### config.mk
export PLATFORM = sky130hd
export DESIGN_NAME = prog_clk_gen_flat
export DESIGN_NICKNAME = d
export VERILOG_FILES = /design/src/rtl/prog_clk_gen_if.sv /design/src/rtl/prog_clk_gen.sv /design/src/flat_wrapper.sv
export SDC_FILE = /design/constraint.sdc
export NUM_CORES = 1
export LEC_CHECK = 0
export CORE_MARGIN = 8
export CORE_UTILIZATION = 43
export DETAILED_ROUTE_END_ITERATION = 10
export GPL_TIMING_DRIVEN = 0
export SYNTH_ARGS = -nofsm -noshare
export SYNTH_HDL_FRONTEND = slang
export SYNTH_SLANG_ARGS = --single-unit
### constraint.sdc
create_clock -name clk -period 19.5 [get_ports clk]
set_input_delay 1.95 -clock clk [delete_from_list [all_inputs] [get_ports clk]]
set_output_delay 1.95 -clock clk [all_outputs]
set_load 0.01 [all_outputs]
### src/rtl/prog_clk_gen_if.sv
// Configuration/status bundle for prog_clk_gen.
// The master drives enables and config writes; the slave (the generator) returns
// the error pulse, pending flags and generated waveforms.
// Optional CLKGEN_PHASE_SYNC_EN adds the phase-restart strobe 'sync'.
interface prog_clk_gen_if #(
    parameter int unsigned CH = 4,
    parameter int unsigned CW = 16
) ();
    localparam int unsigned CHW = (CH > 1) ? $clog2(CH) : 1;

    logic [CH-1:0]  enable;
    logic           cfg_wr;
    logic [CHW-1:0] cfg_ch;
    logic [CW-1:0]  cfg_period;
    logic [CW-1:0]  cfg_high;
    logic           cfg_err;
    logic [CH-1:0]  pending;
    logic [CH-1:0]  clk_out;
    logic [CH-1:0]  wrap;
`ifdef CLKGEN_PHASE_SYNC_EN
    logic           sync;

    modport master (
        output enable, cfg_wr, cfg_ch, cfg_period, cfg_high, sync,
        input  cfg_err, pending, clk_out, wrap
    );
    modport slave (
        input  enable, cfg_wr, cfg_ch, cfg_period, cfg_high, sync,
        output cfg_err, pending, clk_out, wrap
    );
`else
    modport master (
        output enable, cfg_wr, cfg_ch, cfg_period, cfg_high,
        input  cfg_err, pending, clk_out, wrap
    );
    modport slave (
        input  enable, cfg_wr, cfg_ch, cfg_period, cfg_high,
        output cfg_err, pending, clk_out, wrap
    );
`endif
endinterface

### src/rtl/prog_clk_gen.sv
// Multi-channel programmable clock/PWM generator.
// Each channel divides clk by a runtime period with a programmable high time.
// Writes go to a shadow copy and are applied only at a period boundary (or at
// once while the channel is disabled), so outputs never glitch.
// Optional CLKGEN_PHASE_SYNC_EN: a 'sync' strobe forces every enabled channel to wrap.
module prog_clk_gen #(
    parameter int unsigned CH = 4,
    parameter int unsigned CW = 16
) (
    input logic          clk,
    input logic          rst,
    prog_clk_gen_if.slave bus
);
    localparam int unsigned CHW = (CH > 1) ? $clog2(CH) : 1;
    localparam logic [CW-1:0] CntOne = CW'(1);
    localparam logic [CW-1:0] CntTwo = CW'(2);

    logic [CH-1:0][CW-1:0] act_period_q, act_period_d;
    logic [CH-1:0][CW-1:0] act_high_q, act_high_d;
    logic [CH-1:0][CW-1:0] sh_period_q, sh_period_d;
    logic [CH-1:0][CW-1:0] sh_high_q, sh_high_d;
    logic [CH-1:0][CW-1:0] cnt_q, cnt_d;
    logic [CH-1:0][CW-1:0] cnt_inc;
    logic [CH-1:0]         pending_q, pending_d;
    logic [CH-1:0]         clk_out_q, clk_out_d;
    logic [CH-1:0]         wrap_q, wrap_d;
    logic [CH-1:0]         load;
    logic [CH-1:0]         wr_hit;
    logic                  cfg_err_q, cfg_err_d;
    logic                  wr_ok;

    // Validate a config write; rejected writes raise cfg_err for one cycle
    always_comb begin
        wr_ok = bus.cfg_wr && (32'(bus.cfg_ch) < CH) && (bus.cfg_period >= CntTwo) &&
                (bus.cfg_high >= CntOne) && (bus.cfg_high < bus.cfg_period);
        cfg_err_d = bus.cfg_wr && !wr_ok;
    end

    // Per-channel next state: shadow update, counting, boundary loads
    always_comb begin
        act_period_d = act_period_q;
        act_high_d   = act_high_q;
        sh_period_d  = sh_period_q;
        sh_high_d    = sh_high_q;
        cnt_d        = cnt_q;
        pending_d    = pending_q;
        clk_out_d    = clk_out_q;
        wrap_d       = wrap_q;
        load         = '0;
        wr_hit       = '0;
        cnt_inc      = '0;
        for (int i = 0; i < CH; i++) begin
            wr_hit[i]  = wr_ok && (bus.cfg_ch == CHW'(i));
            cnt_inc[i] = (cnt_q[i] == act_period_q[i] - CntOne) ? '0 : cnt_q[i] + CntOne;
            if (wr_hit[i]) begin
                sh_period_d[i] = bus.cfg_period;
                sh_high_d[i]   = bus.cfg_high;
            end
            if (!bus.enable[i]) begin
                // Idle: park counter so the first enabled edge starts a fresh period
                load[i]      = pending_q[i];
                clk_out_d[i] = 1'b0;
                wrap_d[i]    = 1'b0;
            end
`ifdef CLKGEN_PHASE_SYNC_EN
            else if (bus.sync) begin
                load[i]      = pending_q[i];
                cnt_d[i]     = '0;
                clk_out_d[i] = 1'b1;
                wrap_d[i]    = 1'b1;
            end
`endif
            else begin
                cnt_d[i]     = cnt_inc[i];
                wrap_d[i]    = (cnt_inc[i] == '0);
                load[i]      = pending_q[i] && wrap_d[i];
                clk_out_d[i] = cnt_inc[i] < (load[i] ? sh_high_q[i] : act_high_q[i]);
            end
            // The old shadow is applied here; a same-edge write stays pending
            if (load[i]) begin
                act_period_d[i] = sh_period_q[i];
                act_high_d[i]   = sh_high_q[i];
            end
            if (!bus.enable[i]) begin
                cnt_d[i] = act_period_d[i] - CntOne;
            end
            pending_d[i] = wr_hit[i] ? 1'b1 : (load[i] ? 1'b0 : pending_q[i]);
        end
    end

    // State registers with asynchronous reset to the 2-cycle, 50% default
    always_ff @(posedge clk or posedge rst) begin
        if (rst) begin
            act_period_q <= {CH{CntTwo}};
            act_high_q   <= {CH{CntOne}};
            sh_period_q  <= {CH{CntTwo}};
            sh_high_q    <= {CH{CntOne}};
            cnt_q        <= {CH{CntOne}};
            pending_q    <= '0;
            clk_out_q    <= '0;
            wrap_q       <= '0;
            cfg_err_q    <= 1'b0;
        end else begin
            act_period_q <= act_period_d;
            act_high_q   <= act_high_d;
            sh_period_q  <= sh_period_d;
            sh_high_q    <= sh_high_d;
            cnt_q        <= cnt_d;
            pending_q    <= pending_d;
            clk_out_q    <= clk_out_d;
            wrap_q       <= wrap_d;
            cfg_err_q    <= cfg_err_d;
        end
    end

    assign bus.cfg_err = cfg_err_q;
    assign bus.pending = pending_q;
    assign bus.clk_out = clk_out_q;
    assign bus.wrap    = wrap_q;
endmodule

### src/flat_wrapper.sv
// flat-port wrapper written by rule: the top's interface ports become plain ports
module prog_clk_gen_flat 
#(
    parameter int unsigned CH = 4,
    parameter int unsigned CW = 16
)
  (clk, rst, bus_enable, bus_cfg_wr, bus_cfg_ch, bus_cfg_period, bus_cfg_high, bus_cfg_err, bus_pending, bus_clk_out, bus_wrap);
  prog_clk_gen_if #(.CH(CH), .CW(CW)) bus_i ();
  input logic clk;
  input logic rst;
  input wire logic [$bits(bus_i.enable)-1:0] bus_enable;
  input wire logic [$bits(bus_i.cfg_wr)-1:0] bus_cfg_wr;
  input wire logic [$bits(bus_i.cfg_ch)-1:0] bus_cfg_ch;
  input wire logic [$bits(bus_i.cfg_period)-1:0] bus_cfg_period;
  input wire logic [$bits(bus_i.cfg_high)-1:0] bus_cfg_high;
  output wire logic [$bits(bus_i.cfg_err)-1:0] bus_cfg_err;
  output wire logic [$bits(bus_i.pending)-1:0] bus_pending;
  output wire logic [$bits(bus_i.clk_out)-1:0] bus_clk_out;
  output wire logic [$bits(bus_i.wrap)-1:0] bus_wrap;
  assign bus_i.enable = bus_enable;
  assign bus_i.cfg_wr = bus_cfg_wr;
  assign bus_i.cfg_ch = bus_cfg_ch;
  assign bus_i.cfg_period = bus_cfg_period;
  assign bus_i.cfg_high = bus_cfg_high;
  assign bus_cfg_err = bus_i.cfg_err;
  assign bus_pending = bus_i.pending;
  assign bus_clk_out = bus_i.clk_out;
  assign bus_wrap = bus_i.wrap;
  prog_clk_gen #(.CH(CH), .CW(CW)) u_core (.clk(clk), .rst(rst), .bus(bus_i));
endmodule
==> results.toml, run 1 <==
[layout]
ff_latch_area_um2 = 8358
nets = 2347
area_growth_pct = 13.38
final_cell_mix = "dfrtp_1, mux2_2, nor2_1"
multi_input_area_um2 = 12430
fill_cells = 4619
drive_above_1_share_pct = 18.85
final_common_cell = "dfrtp_1"

[power]
p_comb_share_pct = 46.4
clock_power_share_pct = 21.6
p_sw_share_pct = 39.79
p_leak_uw = 0.01057
power_uw = 3810
ir_worst_vdd_v = 0.00008300
intPower_uw = 2294
power_switching_uw = 1516
p_seq_share_pct = 32.1
p_per_area_nw_per_um2 = 155.3

[global_routing]
grt_use_total_pct = 20.96
antenna_found_initial = 5
grt_pass1_wl_mm = 95.35
grt-ovfl-total = 0
grt_pass1_vias = 16480
grt_max_degree = 101

[worst_setup_path]
critPathLaunchType = "primary input"
worstSetupPathType = "primary input to flip-flop"
critPathMaxStageDelay_ns = 1.00
critical_path_buf_inv_count = 4
crit_start = "bus_cfg_period[1]"
endpoint = "u_core.sh_period_q[2]"
r2r_slack_ns = 13.68
cpLargestDelayFamily = "compound AO/OA/AOI/OAI gates"
r2r-start = "u_core.act_period_q[51]"
cp_common_cell = "a21o_1"
arrival_ns = 6.51
rr_worst_depth = 19
cp.depth = 13
crit_slowest_cell = "clkdlybuf4s50_1"
r2r_end = "u_core.cnt_q[62]"
crit_fanout = 10
required_ns = 19.94
path_cells = "clkdlybuf4s50_1 > inv_1 > ha_1 > a21o_1 > a21o_1 > a21o_1 > a21o_1 > a21o_1 > a211o_1 > clkbuf_1 > a2111oi_2 > buf_2 > mux2_2"
crit_path_end_kind = "flip-flop"

[cts]
ctsResizeCount = 0
clk_latency_ns = 0.56
hold_buffers = 0
clockBufferDepth = 3
cts_tree = "done"
path_clk_slew_ns = 0.06
clockRootBuffer = "clkbuf_16"
h-tree-depth = 2
cts.sinks = 333
cts_made_buffers = 39
postCtsSetupBuffers = 0

[timing]
max_slew.worst_pin.slew_ns = 1.134
min_period_over_period_pct = 31.14
relSlewSlack_pct = 24.25
clock_skew_ns = 0.01277
hold_viol = 0
slew_violations = 0
finalSetupTns_ns = 0
min_period_ns = 6.072
max_freq_ghz = 0.1647
finalSetupViolations = 0
rsz0062_at_grt = "no"

[synthesis]
synth_area_leaders = "dfrtp_1, mux2_2, ha_1, xnor2_1, mux2i_1"
ys_ff_latch = 333
synth_edf_count = 0
yosys.area.top_type_share_pct = 36.18
syn_inst = 2122
synth.cell_area_um2 = 21650
yosysTopAreaCell = "dfrtp_1"
yosys_warnings = 0
netlist-cell-type-count = 84
ys.flop_type = "dfrtp_1"
yosysSeqAreaShare_pct = 38.61
syn_nets = 2250
async_reset_ff_share_pct = 100.0
avgSynthCellArea_um2 = 10.20

[job]
cap_violations = 0

[placed_design]
dp_hpwl_mm = 44.09
gp_congestion = 0.9188
port_buffers = 52

[routing]
dr.first_iter.drc_count = 1189
dr.pass1.iters = 6
num_vias = 16470
antenna_left = 0
routed_wl_mm = 60.25
drt-wirelength-per-cell_um = 20.62
drc_errors = 0
viasPerCell = 5.636

[min_path]
holdCritPathClass = "flip-flop to flip-flop"
hold_path_startpoint = "u_core.act_high_q[36]"

[floorplanning]
die_width_um = 240.4
initial_core_util_pct = 43.32
io_pins = 54
die_h_um = 240.4
fp.dieArea_um2 = 57780
core_area_um2 = 49970
rows = 82

[run_status]
outcome = "finished clean"
registers in the layout (all words and copies together), names as in the netlist:
signal / flops
u_core.act_high_q: 64
u_core.act_period_q: 64
u_core.cnt_q: 64
u_core.sh_high_q: 64
u_core.sh_period_q: 64
u_core.bus.clk_out: 4
u_core.bus.pending: 4
u_core.bus.wrap: 4
u_core.bus.cfg_err: 1
stage by stage:
| stage | cells | hold slack [ns] | cell area [um2] | worst slack [ns] | utilization [%] |
|---|---|---|---|---|---|
| floorplan | 2122 | 0.4640 | 21650 | 8.358 | - |
| global placement | 2846 | 0.4734 | 23010 | 4.038 | 46.05 |
| detailed placement | 2850 | 0.4811 | 23110 | 12.84 | 46.25 |
| CTS | 2921 | 0.4951 | 24540 | 13.42 | 49.11 |
| global route | 2921 | 0.5123 | 24540 | 13.25 | 49.11 |
| finish | 2922 | 0.4897 | 24540 | 13.43 | 49.12 |
metal layers:
metal | track usage [%] | wire [um]
met3 | 3.656 | 3547
met1 | 29.02 | 27930
met2 | 32.69 | 26790
met4 | 7.426 | 1983
met5 | 0 | 0
Yosys cell counts, types with 11 or more instances:
cell / n
dfrtp_1: 313
mux2_2: 220
nor2_1: 185
xnor2_1: 124
nand2_1: 112
xor2_1: 102
mux2i_1: 90
ha_1: 87
clkbuf_1: 80
o21ai_0: 69
nor3_1: 67
inv_1: 57
a21oi_1: 53
nand3_1: 51
nor4_1: 42
nand4_1: 39
mux2_4: 37
buf_2: 34
a21o_1: 31
nor2b_1: 22
or4_1: 22
and3_1: 20
dfstp_2: 20
a211oi_1: 16
nand2b_1: 14
a31oi_1: 12
buf_6: 12
mux2_1: 12
o31ai_1: 11
cell type report:
class / instances / area share [%]
repair buffers: 56 / 2.503
inverters: 58 / 0.9177
clock buffers: 57 / 4.711
diodes: 1 / 0.01020
flip-flops and latches: 333 / 34.06
plain buffers: 135 / 2.636
clock inverters: 14 / 1.111
multi-input cells: 1596 / 50.63
well taps: 672 / 3.426
how the worst min path moves through the flow:
stage | endpoint | slack [ns] | cells past startpoint
after floorplan | u_core.act_high_q[33] | 0.46 | 1
after global routing | u_core.act_high_q[13] | 0.51 | 1
final | u_core.act_high_q[36] | 0.49 | 1
after CTS | u_core.act_high_q[36] | 0.50 | 1
after global placement | u_core.act_high_q[34] | 0.47 | 1
after detailed placement | u_core.act_high_q[37] | 0.48 | 1
cell families (layout without fill, tap and decap cells):
kind of cell / after synthesis / count (layout) / synth area share [%]
flip-flops: 333 / 333 / 38.61
multiplexers: 359 / 359 / 18.80
XOR/XNOR: 226 / 226 / 9.144
buffers and inverters: 193 / 320 / 3.994
adder cells (fa/ha/maj): 87 / 87 / 5.029
AO/OA/AOI/OAI: 286 / 286 / 9.156
other: 0 / 1 / 0
AND/OR/NAND/NOR: 638 / 638 / 15.27
power groups by stage:
stage	Clock (uW)	Combinational, uW	Sequential (uW)
global route	870	1970	1260
floorplan	0	1360	1160
global placement	0	1700	1220
finish	821	1770	1220
CTS	842	1760	1220
detailed placement	0	1740	1230
(Power assumes the default switching activity.)
==> inputs of run 2 (changes only) <==
==> constraint.sdc (replaced) <==
create_clock -name clk -period 5.9 [get_ports clk]
set_input_delay 0.59 -clock clk [delete_from_list [all_inputs] [get_ports clk]]
set_output_delay 0.59 -clock clk [all_outputs]
set_load 0.01 [all_outputs]
==> run 2 against run 1 <==
  * Hold slack better by 0.0012 ns
  * Combinational power grew to 3.3 times the previous value
  * Via count is 1.3% higher
  * First-iteration DRC count is 18% higher
  * Die area stayed put
  * Register-to-register slack worse by 13 ns
  * Total power grew to 3.3 times the previous value
==> results.toml, run 2 (synthesis results as in run 1) <==
[placed_design]
dp_hpwl_mm = 44.70
place_ws_ns = 0.2027
port_buffers = 52
placed_cells = 2856
place_area_um2 = 23200
gp_congestion = 0.9136

[timing]
min_period_over_period_pct = 91.66
clock_skew_ns = 0.02414
finalWorstSetupSlack_ns = 0.4919
max_freq_ghz = 0.1849
rsz0062_at_grt = "no"
min_period_ns = 5.408
hold_viol = 0
slew_violations = 0
finalSetupViolations = 0
hold_slack_ns = 0.4909
relSlewSlack_pct = 18.89
max_slew.worst_pin.slew_ns = 1.214

[layout]
nets = 2356
instances_no_fill = 2930
drive_above_1_share_pct = 19.54
fin_area_um2 = 24560
final_cell_mix = "dfrtp_1, mux2_2, nor2_1"
final_common_cell = "dfrtp_1"
final_util_pct = 49.16
area_growth_pct = 13.47

[run_status]
outcome = "finished clean"

[power]
p_per_area_nw_per_um2 = 504.2
p_seq_share_pct = 32.7
p_sw_share_pct = 40.62
ir_worst_vdd_v = 0.0002891
intPower_uw = 7354
p_leak_uw = 0.01056
power_switching_uw = 5031
clock_power_share_pct = 20.1
p_comb_share_pct = 47.2

[global_routing]
grt-ovfl-total = 0
grt_use_total_pct = 21.15
grt_pass1_vias = 16790
grt_pass1_wl_mm = 96.42
antenna_found_initial = 5
grt_max_degree = 43

[job]
cap_violations = 0

[routing]
dr.first_iter.drc_count = 1401
dr.pass1.iters = 7
viasPerCell = 5.694
routed_wl_mm = 60.44
antenna_left = 0
num_vias = 16680
drc_errors = 0
drt-wirelength-per-cell_um = 20.63

[cts]
path_clk_slew_ns = 0.06
cts.sinks = 333
hold_buffers = 0
clockRootBuffer = "clkbuf_16"
h-tree-depth = 2
clk_latency_ns = 0.57
cts_tree = "done"
cts_made_buffers = 39
clockBufferDepth = 3

[worst_setup_path]
rr_worst_depth = 20
crit_path_end_kind = "flip-flop"
crit_fanout = 10
endpoint = "u_core.cnt_q[42]"
worstSetupPathType = "flip-flop to flip-flop"
arrival_ns = 5.85
required_ns = 6.35
r2r_slack_ns = 0.49
critPathLaunchType = "flip-flop"
crit_start = "u_core.act_period_q[32]"
r2r-start = "u_core.act_period_q[32]"
r2r_end = "u_core.cnt_q[42]"

[floorplanning]
die_h_um = 240.4
core_area_um2 = 49970
initial_core_util_pct = 43.32
fp.dieArea_um2 = 57780
die_width_um = 240.4
io_pins = 54
rows = 82

[min_path]
holdCritPathClass = "primary input to asynchronous set/reset pin"
[run 2: worst max-delay path, cell delays in order, from the launching register on]
cell and delay (ns):
dfrtp_1 0.46, inv_1 0.09, ha_1 0.32, nor2b_1 0.47
nand4_1 0.15, o211a_1 0.23, o31a_1 0.31, or4b_4 0.55
o211a_1 0.34, nand2b_4 0.19, buf_6 0.15, buf_6 0.16
mux2i_1 0.19, ha_1 0.34, nand2_1 0.14, nor3_1 0.22
nand2_1 0.14, nor4_1 0.24, xnor2_1 0.15, mux2i_1 0.13
mux2_2 0.29
[run 2: worst min path at each step]
stage	start	to
2_1_floorplan	u_core.act_high_q[33]	u_core.act_high_q[33]
3_3_place_gp	u_core.act_high_q[34]	u_core.act_high_q[34]
3_5_place_dp	u_core.act_high_q[36]	u_core.act_high_q[36]
4_1_cts	rst	u_core.act_high_q[26]
5_1_grt	u_core.act_high_q[35]	u_core.act_high_q[35]
6_report	rst	u_core.sh_high_q[27]
[run 2: metrics by stage]
step / setup TNS [ns] / power [uW]
global route: 0 / 13380
detailed placement: 0 / 9844
finish: 0 / 12380
global placement: -477.42 / 9640
CTS: 0 / 12410
floorplan: 0 / 8306
[run 2: final cells by class]
type / count / area, um2
repair buffers: 65 / 734.5
well taps: 672 / 840.8
multi-input cells: 1596 / 12440
diodes: 1 / 2.502
fillers: 4595 / 25400
inverters: 58 / 221.5
plain buffers: 135 / 646.9
clock buffers: 50 / 1120
flip-flops and latches: 333 / 8358
clock inverters: 20 / 195.2
[run 2: repair_timing]
item,4_1_cts,5_1_grt
setup endpoints to repair,0,4
buffers inserted,0,3
resized for setup,0,3
[run 2: power by group through the flow]
stage                     clock network (uW)  logic (uW)  registers (uW)
after detailed placement                   0        5780            4060
after floorplan                            0        4480            3820
after CTS                               2560        5820            4030
after global routing                    2660        6530            4180
after global placement                     0        5610            4030
final                                   2490        5850            4050
[run 2: metal layers]
| layer | global-route usage (%) | wire length, um |
|---|---|---|
| met1 | 29.51 | 27830 |
| met2 | 32.72 | 26880 |
| met3 | 3.530 | 3697 |
| met4 | 7.776 | 2030 |
| met5 | 0 | 0 |
==> inputs of run 3 (changes only) <==
--- a/config.mk
+++ b/config.mk
@@ -5,10 +5,13 @@
 export SDC_FILE = /design/constraint.sdc
 export NUM_CORES = 1
 export LEC_CHECK = 0
+export CELL_PAD_IN_SITES_DETAIL_PLACEMENT = 0
+export CELL_PAD_IN_SITES_GLOBAL_PLACEMENT = 1
 export CORE_MARGIN = 8
 export CORE_UTILIZATION = 43
 export DETAILED_ROUTE_END_ITERATION = 10
 export GPL_TIMING_DRIVEN = 0
+export PLACE_DENSITY_LB_ADDON = 0.1
 export SYNTH_ARGS = -nofsm -noshare
 export SYNTH_HDL_FRONTEND = slang
 export SYNTH_SLANG_ARGS = --single-unit
==> run 3 against run 2 <==
  * Clock skew shrank 0.012 ns
  * Final area grew 0.57%
  * Global-route usage grew 0.18 points
  * Non-clock buffer count grew 2
  * Total power grew 1.4%
  * Sequential share of layout area shrank 0.19 points
  * Fmax shrank 0.23%
  * Register-to-register slack is essentially flat
  * Setup slack lost 0.012 ns
  * Utilization grew 0.28 points
  * Critical path type unchanged
  * Critical endpoint unchanged
  * Highest routed layer unchanged
==> results.toml, run 3 (synthesis results as in run 1) <==
[layout]
drive_above_1_share_pct = 19.74
area_growth_pct = 14.12
fin_area_um2 = 24700
final_util_pct = 49.44
fill_cells = 4700
nets = 2360
final_cell_mix = "dfrtp_1, mux2_2, nor2_1"
final_common_cell = "dfrtp_1"

[routing]
routed_wl_mm = 61.30
viasPerCell = 5.602
drc_errors = 0
dr.first_iter.drc_count = 1081
drt-wirelength-per-cell_um = 20.86
dr.pass1.iters = 5
num_vias = 16460
antenna_left = 0

[floorplanning]
initial_core_util_pct = 43.32
rows = 82
fp.dieArea_um2 = 57780
die_h_um = 240.4
die_width_um = 240.4
core_area_um2 = 49970
io_pins = 54

[cts]
clockRootBuffer = "clkbuf_16"
hold_buffers = 0
h-tree-depth = 2
clockBufferDepth = 3
cts.sinks = 333
path_clk_slew_ns = 0.06
clk_latency_ns = 0.57
cts_tree = "done"
cts_made_buffers = 41

[global_routing]
grt_max_degree = 43
grt_pass1_vias = 16530
grt_pass1_wl_mm = 96.41
grt-ovfl-total = 0
grt_use_total_pct = 21.34
antenna_found_initial = 2

[job]
cap_violations = 0

[worst_setup_path]
critPathLaunchType = "flip-flop"
r2r-start = "u_core.act_period_q[32]"
crit_start = "u_core.act_period_q[32]"
critPathMaxStageDelay_ns = 0.56
r2r_slack_ns = 0.48
worstSetupPathType = "flip-flop to flip-flop"
rr_worst_depth = 20
r2r_end = "u_core.cnt_q[42]"
path_cells = "inv_1 > ha_1 > nor2b_1 > nand4_1 > o211a_1 > o31a_1 > or4b_4 > o211a_1 > nand2b_4 > buf_6 > buf_6 > mux2i_1 > ha_1 > nand2_1 > nor3_1 > nand2_1 > nor4_1 > xnor2_1 > mux2i_1 > mux2_2"
crit_path_end_kind = "flip-flop"
required_ns = 6.35
arrival_ns = 5.87
crit_fanout = 10
critical_path_buf_inv_count = 3
crit_slowest_cell = "or4b_4"
cpLargestDelayFamily = "simple AND/OR/NAND/NOR gates"

[timing]
finalSetupViolations = 0
max_freq_ghz = 0.1845
relSlewSlack_pct = 21.34
rsz0062_at_grt = "no"
max_slew.worst_pin.slew_ns = 1.169
hold_viol = 0
hold_slack_ns = 0.4870
min_period_ns = 5.420
clock_skew_ns = 0.01254
slew_violations = 0
min_period_over_period_pct = 91.87

[placed_design]
place_area_um2 = 23200
dp_hpwl_mm = 46.07
gp_congestion = 0.8866
port_buffers = 52

[run_status]
outcome = "finished clean"

[power]
p_leak_uw = 0.01065
ir_worst_vdd_v = 0.0002516
p_per_area_nw_per_um2 = 508.4
power_uw = 12560

[min_path]
holdCritPathClass = "primary input to asynchronous set/reset pin"
run 3: timing repair:
action | CTS | global route
endpoints found under the setup margin | 0 | 4
setup buffers | 0 | 5
resized for setup | 0 | 3
run 3: power by group:
part           leakage, uW  switching (uW)  internal, uW
Clock             0.000706            1050          1620
Combinational      0.00594            3190          2660
Sequential         0.00400             810          3230
run 3: per-stage QoR:
stage,cells,setup WS (ns),TNS [ns]
2_1_floorplan,2122,0.8777,0
3_3_place_gp,2846,-1.705,-519.46
3_5_place_dp,2856,0.05992,0
4_1_cts,2932,0.02330,0
5_1_grt,2937,0.06034,0
6_report,2938,0.4797,0
run 3: worst reg2reg max path: cells and delay by family (launching register included):
kind / cells / cell delay [ns]
AOI/OAI and AO/OA: 3 / 0.87
xor gates and xnor gates: 1 / 0.17
buffers and inverters: 3 / 0.42
and+or+nand+nor: 8 / 2.11
DFF: 1 / 0.47
adders and majority gates: 2 / 0.63
muxes: 3 / 0.63
run 3: final cells by class:
class / count / area [um2] / share of cell area, %
inverters: 58 / 221.5 / 0.8965
clock buffers: 57 / 1219 / 4.933
diodes: 1 / 2.502 / 0.01013
clock inverters: 19 / 221.5 / 0.8965
repair buffers: 67 / 749.5 / 3.034
flip-flops and latches: 333 / 8358 / 33.83
multi-input cells: 1596 / 12440 / 50.37
plain buffers: 135 / 646.9 / 2.619
well taps: 672 / 840.8 / 3.404
run 3: how the worst max path moves through the flow:
stage	endpoint	slack [ns]	cells after the start
finish	u_core.cnt_q[42]	0.48	20
global route	u_core.cnt_q[60]	0.06	22
CTS	u_core.cnt_q[60]	0.02	20
detailed placement	u_core.cnt_q[60]	0.06	20
global placement	u_core.sh_period_q[3]	-1.70	2
floorplan	u_core.act_high_q[10]	0.88	1
run 3: per-layer routing:
metal  vias to the layer above  part of all wire, %  track usage (%)
met3                        91                  5.1            3.003
met5                         -                    0                0
met2                       373                   44            33.41
met4                         0                  2.8            6.471
li1                       7874                    -                -
met1                      8121                   48            30.32
==> RTL edit, RTL diff (flow settings as in run 3) <==
`CW` is set to 16 in 3 places; all go to 24.
--- a/src/rtl/prog_clk_gen_if.sv
+++ b/src/rtl/prog_clk_gen_if.sv
@@ -5,5 +5,5 @@
 interface prog_clk_gen_if #(
     parameter int unsigned CH = 4,
-    parameter int unsigned CW = 16
+    parameter int unsigned CW = 24
 ) ();
     localparam int unsigned CHW = (CH > 1) ? $clog2(CH) : 1;
--- a/src/rtl/prog_clk_gen.sv
+++ b/src/rtl/prog_clk_gen.sv
@@ -6,5 +6,5 @@
 module prog_clk_gen #(
     parameter int unsigned CH = 4,
-    parameter int unsigned CW = 16
+    parameter int unsigned CW = 24
 ) (
     input logic          clk,
--- a/src/flat_wrapper.sv
+++ b/src/flat_wrapper.sv
@@ -3,5 +3,5 @@
 #(
     parameter int unsigned CH = 4,
-    parameter int unsigned CW = 16
+    parameter int unsigned CW = 24
 )
   (clk, rst, bus_enable, bus_cfg_wr, bus_cfg_ch, bus_cfg_period, bus_cfg_high, bus_cfg_err, bus_pending, bus_clk_out, bus_wrap);
Ports: changed (resized bus_cfg_high and bus_cfg_period); port bits go from 54 to 70. No check against the original RTL was run, so the function may have changed too.
==> RTL edit against run 3 <==
- final cell count grew 52%
- cell area grew 53%
- power grew 48%
- sequential power grew 50%
- core utilization grew 1.3 points
- wire length grew 68%
- synthesized area grew 50%
- sequential cell count grew 160
- worst setup slack lost 0.27 ns
==> RTL edit: results <==
set metrics [dict create \
    synth_common_cells "473 x dfrtp_1, 406 x mux2_2, 249 x nor2_1, 212 x xnor2_1, 207 x nand2_1" \
    cts_max_path_buffers 3 \
    clkPwrFrac 0.189 \
    netSwitchingFraction 0.416 \
    gp_congestion 0.891 \
    cts_inserted_buffers 56 \
    synthesis.nets 3430 \
    htree_levels 2 \
    gr-total-overflow 0 \
    grt_first_pass_wirelength_um 157000 \
    synthXorXnorAreaFrac 0.0967 \
    layout-drive-gt1-share 0.238 \
    hpwl_um 76700 \
    drtPass1Iterations 5 \
    clkLatencyLatePin_ns 0.63 \
    grt_max_degree 47 \
    yosysWarnings 0 \
    grt_use_total 0.236 \
    asyncSetResetFlopFracSynth 1.00 \
    muxShareOfSynthArea 0.183 \
    synth_ff_type "dfrtp_1" \
    ir_worst_vdd_v 0.000257 \
    synth_compound_area_frac 0.0811 \
    post_drt_wl_per_cell_um 23.0 \
    worstPathMaxFanout 10 \
    clock_skew_ns 0.0264 \
    fin_nets 3631 \
    synth.distinct_cells 90 \
    fillers 6887 \
    io_buffers 66 \
    worstMarginPinSlew_ns 1.17 \
    power_mw 18.6 \
    antenna_found_initial 7 \
    drtIter0Drc 1615 \
    grt_pass1_vias 25700 \
    run_status "finished, final reports clean" \
    pwr-share-seq 0.325 \
    synth_fa_ha_area_frac 0.0490 \
    viasPerCell 5.73 \
    ys_top_cells_by_area "dfrtp_1 36%, mux2_2 14%, xnor2_1 5.7%, ha_1 4.9%, mux2i_1 4.2%" \
    path_clk_slew_ns 0.06 \
    worst_hold_path_type "input port to asynchronous set/reset pin" \
    cp-startpoint "u_core.act_period_q[26]$_DFF_PP0_" \
    leakagePower_nw 15.9 \
    clock-root-buffer "clkbuf_16" \
    cp.arrival_ns 6.18 \
    ys_seq_area_frac 0.381 \
]
## RTL edit: worst paths after layout
| check | end | slack (ns) | cells past startpoint |
|---|---|---|---|
| max in group asynchronous | u_core.cnt_q[45]$_DFF_PP0_ | 3.82 | 7 |
| min in group clk | u_core.bus.pending[2]$_DFFE_PP0P_ | 0.46 | 3 |
| worst min-delay path | u_core.sh_high_q[75]$_DFFE_PP0P_ | 0.39 | 2 |
| worst min register to register | u_core.act_high_q[0]$_DFFE_PP1N_ | 0.50 | 2 |
| worst max register to register | u_core.cnt_q[46]$_DFF_PP0_ | 0.20 | 23 |
| worst max-delay path | u_core.cnt_q[46]$_DFF_PP0_ | 0.20 | 23 |
## RTL edit: through the flow
step / area, um2 / hold WS, ns / TNS [ns] / cells / worst slack (ns)
2_1_floorplan: 32500 / 0.458 / -643.39 / 3246 / -1.36
3_3_place_gp: 34300 / 0.470 / -2174.21 / 4281 / -4.51
3_5_place_dp: 34600 / 0.491 / -26.89 / 4294 / -1.42
4_1_cts: 37100 / 0.370 / -0.0407 / 4420 / -0.0407
5_1_grt: 37900 / 0.416 / -0.0670 / 4462 / -0.0567
6_report: 37900 / 0.389 / 0 / 4464 / 0.205
## RTL edit: cell type report
type,instances,share of cell area
antenna,2,0.000132
buffer,209,0.0267
clock buffer,87,0.0446
clock inverter,17,0.00459
inverter,60,0.00605
multi-input combinational,2466,0.518
sequential,493,0.327
tap,969,0.0320
timing repair buffer,161,0.0409
## RTL edit: cells by family after synthesis
kind of cell,count (synthesis)
muxes,542
DFF,493
xor gates and xnor gates,355
adders and majority gates,127
AOI/OAI and AO/OA,408
buffers and inverters,287
and+or+nand+nor,1034
## RTL edit: timing repair
| item | in CTS | in global routing |
|---|---|---|
| resized for setup | 97 | 83 |
| pin swaps | 22 | 37 |
| setup buffers | 30 | 52 |
| gates cloned | 0 | 0 |
| setup endpoints to repair | 37 | 19 |
## RTL edit: worst max-delay path, cell delays in order (launching register included)
cell and delay, ns:
dfrtp_1 0.35, clkbuf_1 0.26, or4b_4 0.65, or4b_4 0.54, a211oi_2 0.19, nor2_1 0.11, nor3_1 0.17, and4_1 0.25
buf_6 0.16, o31ai_1 0.08, buf_4 0.17, buf_4 0.19, buf_4 0.19, mux2i_2 0.21, ha_2 0.27, nand2b_4 0.08
or3_4 0.40, nand2b_1 0.22, nor3_2 0.14, nand2_1 0.10, or4_1 0.42, mux2i_1 0.17, xnor2_1 0.14, o21ai_1 0.07
## RTL edit: per-layer routing
layer	share of wire	track usage	vias to the layer above
met5	0	0	-
met4	0.028	0.0654	0
met3	0.045	0.0308	131
met2	0.46	0.383	553
met1	0.47	0.329	12900
li1	-	-	12000
